==> src/rtl/meta_trend_stat_trainer.sv <==
// rtl/meta_trend_stat_trainer.sv - in-flight record queue and stat/trend table trainer for the meta predictor
module meta_trend_stat_trainer #(
    parameter int JUMP_STATUS_COUNTER_WIDTH     = 2,
    parameter int STAT_COUNTER_WIDTH            = 5,
    parameter int STAT_COUNTER_CLEAR_SHIFT_BITS = STAT_COUNTER_WIDTH / 2,
    parameter int SP_STAT_COUNTER_INIT_VALUE    = 1 << STAT_COUNTER_CLEAR_SHIFT_BITS,
    parameter int DEPTH                         = 4
) (
    input  logic                                    clk,
    input  logic                                    rst,
    input  logic                                    record_en,
    input  logic [2:0]                              record_type,
    input  logic                                    record_sp,
    input  logic [JUMP_STATUS_COUNTER_WIDTH-1:0]    record_lhp,
    input  logic [JUMP_STATUS_COUNTER_WIDTH-1:0]    record_ghp,
    input  logic                                    resolve_en,
    input  logic                                    resolve_taken,
    input  logic                                    resolve_mispredict,
    input  logic [2:0]                              rd_type,
    input  logic                                    rd_sp,
    input  logic [JUMP_STATUS_COUNTER_WIDTH-1:0]    rd_lhp,
    input  logic [JUMP_STATUS_COUNTER_WIDTH-1:0]    rd_ghp,
    output logic [STAT_COUNTER_WIDTH+2:0]           rd_sp_entry,
    output logic [STAT_COUNTER_WIDTH+2:0]           rd_lhp_entry,
    output logic [STAT_COUNTER_WIDTH+2:0]           rd_ghp_entry,
    output logic [$clog2(DEPTH):0]                  occupancy,
    output logic                                    full,
    output logic                                    empty,
    output logic                                    record_overflow,
    output logic                                    resolve_underflow
);
    localparam int JW = JUMP_STATUS_COUNTER_WIDTH;
    localparam int W  = STAT_COUNTER_WIDTH;
    localparam int N  = 1 << JW;
    localparam int PW = $clog2(DEPTH);
    localparam int CW = PW + 1;
    localparam logic [W-1:0]  STAT_MAX = {W{1'b1}};
    localparam logic [W-1:0]  SP_INIT  = W'(SP_STAT_COUNTER_INIT_VALUE);
    localparam logic [CW-1:0] FULL_CNT = CW'(DEPTH);

    logic [W-1:0] sp_stat   [0:5][0:1];
    logic [2:0]   sp_trend  [0:5][0:1];
    logic [W-1:0] lhp_stat  [0:5][0:N-1];
    logic [2:0]   lhp_trend [0:5][0:N-1];
    logic [W-1:0] ghp_stat  [0:5][0:N-1];
    logic [2:0]   ghp_trend [0:5][0:N-1];

    logic [2:0]    q_type [0:DEPTH-1];
    logic          q_sp   [0:DEPTH-1];
    logic [JW-1:0] q_lhp  [0:DEPTH-1];
    logic [JW-1:0] q_ghp  [0:DEPTH-1];
    logic [PW-1:0] head, tail;
    logic [CW-1:0] count;

    logic          pop, flush, push, legal;
    logic [2:0]    h_type;
    logic          h_sp;
    logic [JW-1:0] h_lhp, h_ghp;
    logic          sp_ok, lhp_ok, ghp_ok, age;
    logic          rd_ok;

    // Saturating stat step; aging shift is applied before the step
    function automatic logic [W-1:0] stat_next(input logic [W-1:0] s, input logic ok, input logic ag);
        logic [W-1:0] b;
        b = ag ? (s >> STAT_COUNTER_CLEAR_SHIFT_BITS) : s;
        if (ok)
            return (b == STAT_MAX) ? b : b + W'(1);
        else
            return (b == '0) ? b : b - W'(1);
    endfunction

    // Trend is 3-bit two's complement: +1 up to +3, -2 down to -4
    function automatic logic [2:0] trend_next(input logic [2:0] t, input logic ok);
        if (ok)
            return (t == 3'b011) ? t : t + 3'd1;
        else
            return (t == 3'b100 || t == 3'b101) ? 3'b100 : t - 3'd2;
    endfunction

    assign full   = (count == FULL_CNT);
    assign empty  = (count == '0);
    assign occupancy = count;
    assign legal  = (record_type <= 3'd5);
    assign pop    = resolve_en && !empty;
    assign flush  = pop && resolve_mispredict;
    assign push   = record_en && legal && (!full || pop) && !flush;

    assign h_type = q_type[head];
    assign h_sp   = q_sp[head];
    assign h_lhp  = q_lhp[head];
    assign h_ghp  = q_ghp[head];
    assign sp_ok  = (h_sp == resolve_taken);
    assign lhp_ok = (h_lhp[JW-1] == resolve_taken);
    assign ghp_ok = (h_ghp[JW-1] == resolve_taken);
    assign age    = (sp_ok  && sp_stat[h_type][h_sp]   == STAT_MAX) ||
                    (lhp_ok && lhp_stat[h_type][h_lhp] == STAT_MAX) ||
                    (ghp_ok && ghp_stat[h_type][h_ghp] == STAT_MAX);

    // Combinational read port; unused type codes read as zero
    assign rd_ok        = (rd_type <= 3'd5);
    assign rd_sp_entry  = rd_ok ? {sp_trend[rd_type][rd_sp],   sp_stat[rd_type][rd_sp]}   : '0;
    assign rd_lhp_entry = rd_ok ? {lhp_trend[rd_type][rd_lhp], lhp_stat[rd_type][rd_lhp]} : '0;
    assign rd_ghp_entry = rd_ok ? {ghp_trend[rd_type][rd_ghp], ghp_stat[rd_type][rd_ghp]} : '0;

    // Record queue: push at tail, pop at head, mispredict flushes everything younger
    always_ff @(posedge clk) begin
        if (rst) begin
            head              <= '0;
            tail              <= '0;
            count             <= '0;
            record_overflow   <= 1'b0;
            resolve_underflow <= 1'b0;
        end else begin
            record_overflow   <= record_en && !flush && (!legal || (full && !pop));
            resolve_underflow <= resolve_en && empty;
            if (push) begin
                q_type[tail] <= record_type;
                q_sp[tail]   <= record_sp;
                q_lhp[tail]  <= record_lhp;
                q_ghp[tail]  <= record_ghp;
            end
            if (flush) begin
                head  <= '0;
                tail  <= '0;
                count <= '0;
            end else begin
                if (push) tail <= tail + PW'(1);
                if (pop)  head <= head + PW'(1);
                if (push && !pop)      count <= count + CW'(1);
                else if (pop && !push) count <= count - CW'(1);
            end
        end
    end

    // Train the three entries selected by the popped head record
    always_ff @(posedge clk) begin
        if (rst) begin
            for (int i = 0; i < 6; i++) begin
                for (int j = 0; j < 2; j++) begin
                    sp_stat[i][j]  <= SP_INIT;
                    sp_trend[i][j] <= 3'd0;
                end
                for (int j = 0; j < N; j++) begin
                    lhp_stat[i][j]  <= '0;
                    lhp_trend[i][j] <= 3'd0;
                    ghp_stat[i][j]  <= '0;
                    ghp_trend[i][j] <= 3'd0;
                end
            end
        end else if (pop) begin
            sp_stat[h_type][h_sp]    <= stat_next(sp_stat[h_type][h_sp], sp_ok, age);
            sp_trend[h_type][h_sp]   <= trend_next(sp_trend[h_type][h_sp], sp_ok);
            lhp_stat[h_type][h_lhp]  <= stat_next(lhp_stat[h_type][h_lhp], lhp_ok, age);
            lhp_trend[h_type][h_lhp] <= trend_next(lhp_trend[h_type][h_lhp], lhp_ok);
            ghp_stat[h_type][h_ghp]  <= stat_next(ghp_stat[h_type][h_ghp], ghp_ok, age);
            ghp_trend[h_type][h_ghp] <= trend_next(ghp_trend[h_type][h_ghp], ghp_ok);
        end
    end
endmodule

==> config.mk <==
export PLATFORM = sky130hd
export DESIGN_NAME = meta_trend_stat_trainer
export DESIGN_NICKNAME = d
export VERILOG_FILES = /design/src/rtl/meta_trend_stat_trainer.sv
export SDC_FILE = /design/constraint.sdc
export NUM_CORES = 1
export LEC_CHECK = 0
export BUFFER_PORTS_ARGS = -buffer_cell sky130_fd_sc_hd__buf_2
export CORE_UTILIZATION = 35
export CTS_CLUSTER_SIZE = 12
export DETAILED_ROUTE_END_ITERATION = 16
export GPL_ROUTABILITY_DRIVEN = 0
export PLACE_DENSITY_LB_ADDON = 0.25
export SLEW_MARGIN = 30
export SYNTH_ARGS = -nofsm -noshare
export SYNTH_HDL_FRONTEND = slang
export SYNTH_SLANG_ARGS = --single-unit
==> constraint.sdc <==
create_clock -name clk -period 13 [get_ports clk]
set_input_delay 3.9 -clock clk [delete_from_list [all_inputs] [get_ports clk]]
set_output_delay 3.9 -clock clk [all_outputs]
set_load 0.01 [all_outputs]
# ---- Word level (Yosys, flattened, before mapping)
# Memories as Yosys holds them, arrays and structs flattened. A register that Yosys moved wholly into a read port is not among the register bits.
# Index checks and enable logic that the tools add are counted.
dict set report word_totals {
  ramBits 512
  register_bits 9
  word_cells 234
  in_bits 22
  output_inout_bits 31
  mem_count 10
}
# name words word_bits read_ports rd_ports_with_merged_regs write_ports line_no
set mem_list {}
lappend mem_list {ghp_stat 6 20 2 0 6 45} ;# logic [W-1:0] ghp_stat [0:5][0:N-1];
lappend mem_list {lhp_stat 6 20 2 0 6 43} ;# logic [W-1:0] lhp_stat [0:5][0:N-1];
lappend mem_list {ghp_trend 6 12 2 0 6 46} ;# logic [2:0] ghp_trend [0:5][0:N-1];
lappend mem_list {lhp_trend 6 12 2 0 6 44} ;# logic [2:0] lhp_trend [0:5][0:N-1];
lappend mem_list {sp_stat 6 10 2 0 6 41} ;# logic [W-1:0] sp_stat [0:5][0:1];
lappend mem_list {sp_trend 6 6 2 0 6 42} ;# logic [2:0] sp_trend [0:5][0:1];
lappend mem_list {{+4 memories} - - - - - -}
dict set report classes {
  n_bitwise 6
  n_eq_ne 19
  n_reduce_logical 42
  n_lt_le_gt_ge 11
  add_sub_neg 16
  n_mux 125
}
# cell n
set op_table {}
lappend op_table {{5-bit two-way mux} 35}
lappend op_table {{20-bit two-way mux} 6}
lappend op_table {{3-bit two-way mux} 40}
lappend op_table {{12-bit two-way mux} 6}
lappend op_table {{5-bit binary-select mux with 2-bit select} 4}
lappend op_table {{20-bit OR reduction} 2}
lappend op_table {{5-bit == test (second input constant)} 6}
lappend op_table {{10-bit two-way mux} 3}
lappend op_table {{3-bit binary-select mux with 2-bit select} 4}
lappend op_table {{8-bit two-way mux} 3}
lappend op_table {{12-bit OR reduction} 2}
lappend op_table {{3-bit == test (second input constant)} 7}
lappend op_table {{5-bit demux with 2-bit select} 2}
lappend op_table {{6-bit two-way mux} 3}
lappend op_table {{1-bit logical AND} 17}
lappend op_table {{2-bit two-way mux} 8}
lappend op_table {{5-bit by 1-bit adder with 5-bit output (second input constant)} 3}
lappend op_table {{5-bit logical NOT} 3}
lappend op_table {{5-bit by 1-bit subtractor with 5-bit output (second input constant)} 3}
lappend op_table {{3-bit by 1-bit adder with 3-bit output (second input constant)} 4}
lappend op_table {{3-bit demux with 2-bit select} 2}
lappend op_table {{3-bit greater-or-equal comparator (second input constant)} 4}
lappend op_table {{2-bit inverter with 3-bit output} 4}
lappend op_table {{10-bit OR reduction} 1}
lappend op_table {{other kinds (19)} 47}

# ---- Depth between registers and ports, before layout
# Gate-level depths: netlist of the first run.
dict set report depth {
  depth_word 15
  ltp_mapped 27
  mapped_depth_nobuf 17
}

# ---- Worst setup path after synthesis of the first run
# OpenSTA, ideal clock, no wires.
dict set report synth_path {
  path_kind {input to output}
  start {input port rd_type[0]}
  end {output port rd_ghp_entry[6]}
  n_path_buf 4
  stages 10
  setup_slack_ns 2.781
  arrival_ns 6.319
  required_time_ns 9.100
  cell_sequence {clkbuf_1 > buf_1 > clkbuf_1 > clkbuf_1 > mux2i_1 > o21ai_0 > nand2_1 > a211oi_1 > a21oi_1 > nor2_1}
}
dict set report synth_via {
  elab_chain_cells 5
  word_cells_on_any_way 6
  cone_classes {1 x order compare; 4 x mux; 1 x memory}
}
# item line_no
set synth_lines {}
lappend synth_lines {{from (decl)} 19} ;# input logic [2:0] rd_type,
lappend synth_lines {{memory 6 x 12 bit} -}
lappend synth_lines {{3-bit binary-select mux with 2-bit select} 103} ;# assign rd_ghp_entry = rd_ok ? {ghp_trend[rd_type][rd_ghp], ghp_stat[rd_type][rd_ghp]} : '0;
lappend synth_lines {{3-bit two-way mux (not written as such) (2 in series)} 103}
lappend synth_lines {{8-bit two-way mux (*)} 103}
lappend synth_lines {{to (decl)} 25} ;# output logic [STAT_COUNTER_WIDTH+2:0] rd_ghp_entry,
# Every way passes the cells marked *; elsewhere a longest branch is shown, timed or not. The select of a mux whose other input is x is not followed.

# ---- Final worst setup path of the first run
dict set report layout_path {
  start {input port rd_type[2]}
  end {output port rd_ghp_entry[1]}
}
dict set report layout_via {
  elab_chain_cells 5
  word_cells_on_any_way 6
  cone_classes {1 x order compare; 4 x mux; 1 x memory}
}
# item line_no
set layout_lines {}
lappend layout_lines {{memory 6 x 20 bit} -}
lappend layout_lines {{5-bit binary-select mux with 2-bit select} 103}
lappend layout_lines {{5-bit two-way mux (not written as such) (2 in series)} 103}
lappend layout_lines {{8-bit two-way mux (*)} 103}
# Marked as above.

==> flow_summary.toml, run 1 <==
[clocking]
cts_hold_buf = 0
clk_pin_slew_ns = 0.06
insertion_delay_ns = 0.65
cts_setup_buffers = 0
cts_buffer_depth = 3
cts_made_buffers = 79
cts_resized = 0
cts.sinks = 683
clock_tree.root_cell = "clkbuf_16"
cts_tree = "yes"
cts.htree.levels = 3

[sta]
setup_tns_ns = 0
max_freq_mhz = 93.5
maxSlewViolCount = 0
fin_hold_ws_ns = 0.529
finalClockSkew_ns = 0.0375
min_period_ns = 10.69
post-route-period-util_pct = 82.3
rsz0062_at_grt = "false"
setup_viol = 0
maxSlewHeadroom_pct = 27.7
hold_violations = 0
worst_pin_slew_ns = 1.08

[global_routing]
antenna_found_initial = 3
grt_pass1_wl_um = 188000
grt-ovfl-total = 0
grt_pass1_vias = 25900
grt_max_degree = 69
grt.total_usage_pct = 25.1

[floorplan]
start_util_pct = 35.3
die_x_um = 323
num_rows = 117
io_pins = 53
die-area_um2 = 104000
coreArea_um2 = 102000
fp.dieH_um = 323

[synthesis]
ys_ff_latch = 683
synth_mux_area_share_pct = 14.3
synth-seq-area-share_pct = 56.7
syn_inst = 2991
synth_fa_ha_area_share_pct = 0.647
avgSynthCellArea_um2 = 12.0
ys.warnings.count = 0
synth_cell_type_count = 94
syn_nets = 3031
yosysTopAreaCell = "edfxtp_1"
synth_top_area_share_pct = 56.1
synth_compound_area_share_pct = 11.2
synthSimpleGateAreaFrac_pct = 13.0
yosys_most_used_dff = "edfxtp_1"
synth_area_um2 = 36000
synth_edf_count = 672
ys_async_sr_fraction_pct = 0
synth_top_family_by_area = "multiplexers"
synth-xor-area-share_pct = 0.414
synth_area_leaders = "edfxtp_1 (56%), mux4_2 (6.5%), mux2i_1 (6.1%)"

[routing]
routedWlPerCell_um = 30.3
viasPerCell = 6.16
drt_pass1_iterations = 6
num_vias = 27000
antenna_left = 0
drtIter0Drc = 3647
routed_wl_um = 132000
drcViolationCount = 0

[worst_setup_path]
crit_path_end_kind = "primary output"
startpoint_type = "primary input"
reg2reg_depth = 17
r2r_slack_ns = 4.38
timing.rr.end = "lhp_stat[7][11]"
critical_path.startpoint = "rd_type[2]"
cp_data_arrival_time_ns = 6.79
worstPathMaxFanout = 32
critical_path_class = "primary input to primary output"
cp.required_ns = 9.10
cp-endpoint = "rd_ghp_entry[1]"

[power]
p_leak_nw = 14.2
power.switching_mw = 3.75
intPower_mw = 4.79
p_seq_share_pct = 32.7
p_per_area_nw_per_um2 = 214
combPwrFrac_pct = 42.3
pwr-share-clk_pct = 25.0
switching_share_pct = 43.9
irDropWorstVdd_v = 0.000154

[min_path]
holdPathStages = 2
hold_class = "register to register"

[final_layout]
insertedDiodeCount = 0
seq_area_um2 = 20400
multiInputGateArea_um2 = 14400
nets = 2995
syn2layout_area_growth_pct = 11.0
layout-drive-gt1-share_pct = 15.0
utilization_pct = 39.2
fill_cells = 9788

[job]
max-cap-violations = 0

[outcome]
status = "finished, final reports clean"

[placement]
dp_hpwl_um = 88000
portBuffers = 52
[routing by layer]
metal  global-route usage, %  wire length [um]  vias to the layer above
li1                        -                 -                    11400
met1                    33.7             53400                    13600
met4                    11.2              6070                        0
met2                    39.6             60600                     1632
met5                       0                 0                        -
met3                    4.63             12300                      332
[layout make-up]
cell class              instances  share of cell area (%)
repair buffers                125                    2.13
inverters                      48                   0.451
clock buffers                  98                    5.23
flip-flops and latches        683                    51.1
multi-input cells            2018                    36.1
well taps                    1368                    4.29
clock inverters                38                   0.708
[power groups by stage]
stage                     sequential, mW  combinational [mW]  clock [mW]
after floorplan                     2.80                2.12           0
after global placement              2.84                3.50           0
after detailed placement            2.84                3.52           0
after CTS                           2.79                3.53        2.14
after global routing                2.80                3.73        2.22
final                               2.79                3.61        2.14
[cells by family after synthesis]
kind of cell	after synthesis
flops	683
simple gates	1038
mux	376
buf+inv	290
xor+xnor	17
compound gates	569
fa+ha+maj	18
[cells in the final DEF (no fill, tap or decap), types with 23 or more instances in the layout]
master     synthesis  final
a211oi_1          36     36
a21oi_1           88     86
a221oi_1          30     30
a22o_1            23     23
a22oi_1           54     54
and3_1            43     43
buf_2             52     50
buf_4             19     71
clkbuf_16          0     80
edfxtp_1         672    672
inv_1             47     47
mux2_2            50     50
mux2i_1          220    220
mux4_2           104    101
nand2_1          198    197
nand2b_1          72     69
nand3_1           40     39
nor2_1           524    515
nor3_1            51     47
o21ai_0           83     83
o221ai_1          63     63
o22ai_1           64     64
[worst min path at each step]
stage                     startpoint        to  slack, ns
after floorplan              head[1]  register       0.48
after detailed placement     head[1]   head[1]       0.51
after CTS                    head[1]   head[1]       0.53
final                        head[1]  register       0.53
after global placement       head[1]   head[1]       0.52
after global routing         head[0]   head[0]       0.58
[sequential cells by signal, indices dropped and copies added (netlist names), 2 cells and up, named ones only]
register and flops:
ghp_stat 160, ghp_trend 96, head 2, q_lhp 8, q_ghp 8, lhp_trend 96
lhp_stat 160, occupancy 3, q_type 12, sp_stat 80, tail 2, q_sp 4
sp_trend 48
[through the flow]
step | instance area, um^2 | instances | total power [mW] | setup WS [ns]
3_5_place_dp | 37500 | 4242 | 6.36 | 2.24
3_3_place_gp | 37500 | 4242 | 6.34 | 2.34
5_1_grt | 39900 | 4378 | 8.76 | 2.16
4_1_cts | 39900 | 4378 | 8.46 | 2.23
2_1_floorplan | 36000 | 2991 | 4.92 | 2.78
6_report | 39900 | 4378 | 8.54 | 2.31
[synth_stat cells (all sizes together), types with 17 or more instances]
| library cell | count |
|---|---|
| nor2b | 17 |
| nor2 | 524 |
| inv | 47 |
| a21oi | 89 |
| mux2i | 221 |
| mux2 | 51 |
| and2 | 17 |
| a221oi | 30 |
| mux4 | 104 |
| edfxtp | 672 |
| and3 | 43 |
| o21ai | 87 |
| nand2b | 73 |
| clkbuf | 132 |
| o22ai | 64 |
| o221ai | 63 |
| a22o | 23 |
| nand3 | 41 |
| a211oi | 36 |
| a22oi | 55 |
| nor3 | 53 |
| nand2 | 199 |
| buf | 110 |
| ha | 17 |
[worst max-delay path, cell delays in order]
cell,delay [ns]
buf_2,0.52
nand2_2,0.72
buf_4,0.46
o221ai_1,0.25
o22ai_1,0.13
a211oi_1,0.33
nor2_1,0.16
nor2_1,0.14
buf_2,0.15
Power figures use the tool's default switching activity.
==> inputs of run 2 (changes only) <==
==> constraint.sdc (replaced) <==
create_clock -name clk -period 10.6 [get_ports clk]
set_input_delay 3.18 -clock clk [delete_from_list [all_inputs] [get_ports clk]]
set_output_delay 3.18 -clock clk [all_outputs]
set_load 0.01 [all_outputs]
==> flow_summary.toml, run 2 (same netlist as run 1, synthesis figures left out) <==
[placement]
placed_cells = 4251
dp_hpwl_um = 88800
dpl_worst_slack_ns = 1.34
portBuffers = 52

[routing]
routed_wl_um = 133000
viasPerCell = 6.21
antenna_left = 0
drt_pass1_iterations = 8
routedWlPerCell_um = 30.4
drcViolationCount = 0
drtIter0Drc = 3840
num_vias = 27200

[clocking]
cts.htree.levels = 3
cts_resized = 0
cts_buffer_depth = 3
cts_tree = "yes"
cts_made_buffers = 77
insertion_delay_ns = 0.67
clk_pin_slew_ns = 0.05
clock_tree.root_cell = "clkbuf_16"
cts_hold_buf = 0
cts_setup_buffers = 0
cts.sinks = 683

[sta]
max_freq_mhz = 111
maxSlewHeadroom_pct = 26.0
setup_slack_ns = 1.58
maxSlewViolCount = 0
post-route-period-util_pct = 85.1
hold_violations = 0
rsz0062_at_grt = "false"
setup_viol = 0
finalClockSkew_ns = 0.0382
min_period_ns = 9.02
setup_tns_ns = 0
worst_pin_slew_ns = 1.09

[final_layout]
syn2layout_area_growth_pct = 11.4
nets = 3003
layout-drive-gt1-share_pct = 15.1
final_common_cell = "edfxtp_1"
instances_no_fill = 4385
top_regs = "ghp_stat (160), lhp_stat (160)"
final_cell_mix = "edfxtp_1 (672), nor2_1 (512), mux2i_1 (220), nand2_1 (197), mux4_2 (101)"

[power]
p_leak_nw = 14.2
irDropWorstVdd_v = 0.000226
p_total_mw = 10.6
p_per_area_nw_per_um2 = 264

[global_routing]
grt_pass1_wl_um = 191000
antenna_found_initial = 4
grt-ovfl-total = 0
grt.total_usage_pct = 25.4
grt_max_degree = 78
grt_pass1_vias = 26000

[job]
max-cap-violations = 0

[floorplan]
die-area_um2 = 104000
start_util_pct = 35.3
num_rows = 117
io_pins = 53
fp.dieH_um = 323
die_x_um = 323
coreArea_um2 = 102000

[min_path]
hold_class = "register to register"
min-delay-start = "head[1]"

[worst_setup_path]
r2r_slack_ns = 2.27
reg2reg_depth = 18
cp.required_ns = 7.42
timing.rr.end = "lhp_stat[7][11]"
startpoint_type = "primary input"
critical_path.startpoint = "rd_type[2]"
critical_path_class = "primary input to primary output"
crit_path_end_kind = "primary output"
cp_data_arrival_time_ns = 5.84
cp-endpoint = "rd_lhp_entry[5]"
worstPathMaxFanout = 17

[outcome]
status = "finished, final reports clean"
## run 2: area by class of cell
type | instances | area (um^2)
diodes | 1 | 2.50
clock buffers | 100 | 2100
clock inverters | 32 | 293
fillers | 9849 | 61800
inverters | 48 | 180
multi-input cells | 2018 | 14400
flip-flops and latches | 683 | 20400
well taps | 1368 | 1710
repair buffers | 135 | 952
## run 2: how the worst min path moves through the flow
| stage | to | slack (ns) | depth (start not counted) |
|---|---|---|---|
| 6_report | head[1] | 0.53 | 2 |
| 2_1_floorplan | register | 0.48 | 2 |
| 5_1_grt | tail[1] | 0.57 | 2 |
| 3_3_place_gp | tail[1] | 0.52 | 2 |
| 3_5_place_dp | register | 0.52 | 2 |
| 4_1_cts | tail[1] | 0.53 | 2 |
## run 2: critical path: stages
cell     delay (ns)
buf_2          0.36
buf_4          0.37
nor2b_4        0.59
a21oi_1        0.13
o21ai_0        0.14
o22ai_1        0.12
a211o_1        0.33
a21oi_1        0.37
buf_2          0.22
## run 2: per-stage QoR
step	area [um^2]	util, %	hold slack [ns]
6_report	40100	39.3	0.528
5_1_grt	40100	39.3	0.569
4_1_cts	40000	39.3	0.533
3_5_place_dp	37600	36.9	0.524
3_3_place_gp	37600	36.9	0.522
2_1_floorplan	36000	-	0.485
## run 2: power breakdown
group / switching (mW) / leakage, nW / internal, mW / total (mW)
clock network: 1.14 / 1.16 / 1.49 / 2.63
registers: 0.0844 / 6.73 / 3.34 / 3.43
logic: 3.41 / 6.32 / 1.09 / 4.50
total: 4.63 / 14.2 / 5.92 / 10.6
## run 2: routing by layer
metal	global-route usage [%]	share of wire [%]	vias up
li1	-	-	11400
met1	34.5	40	13800
met2	40.0	46	1658
met3	4.74	9.7	321
met4	10.4	4.2	4
met5	0	0.017	-
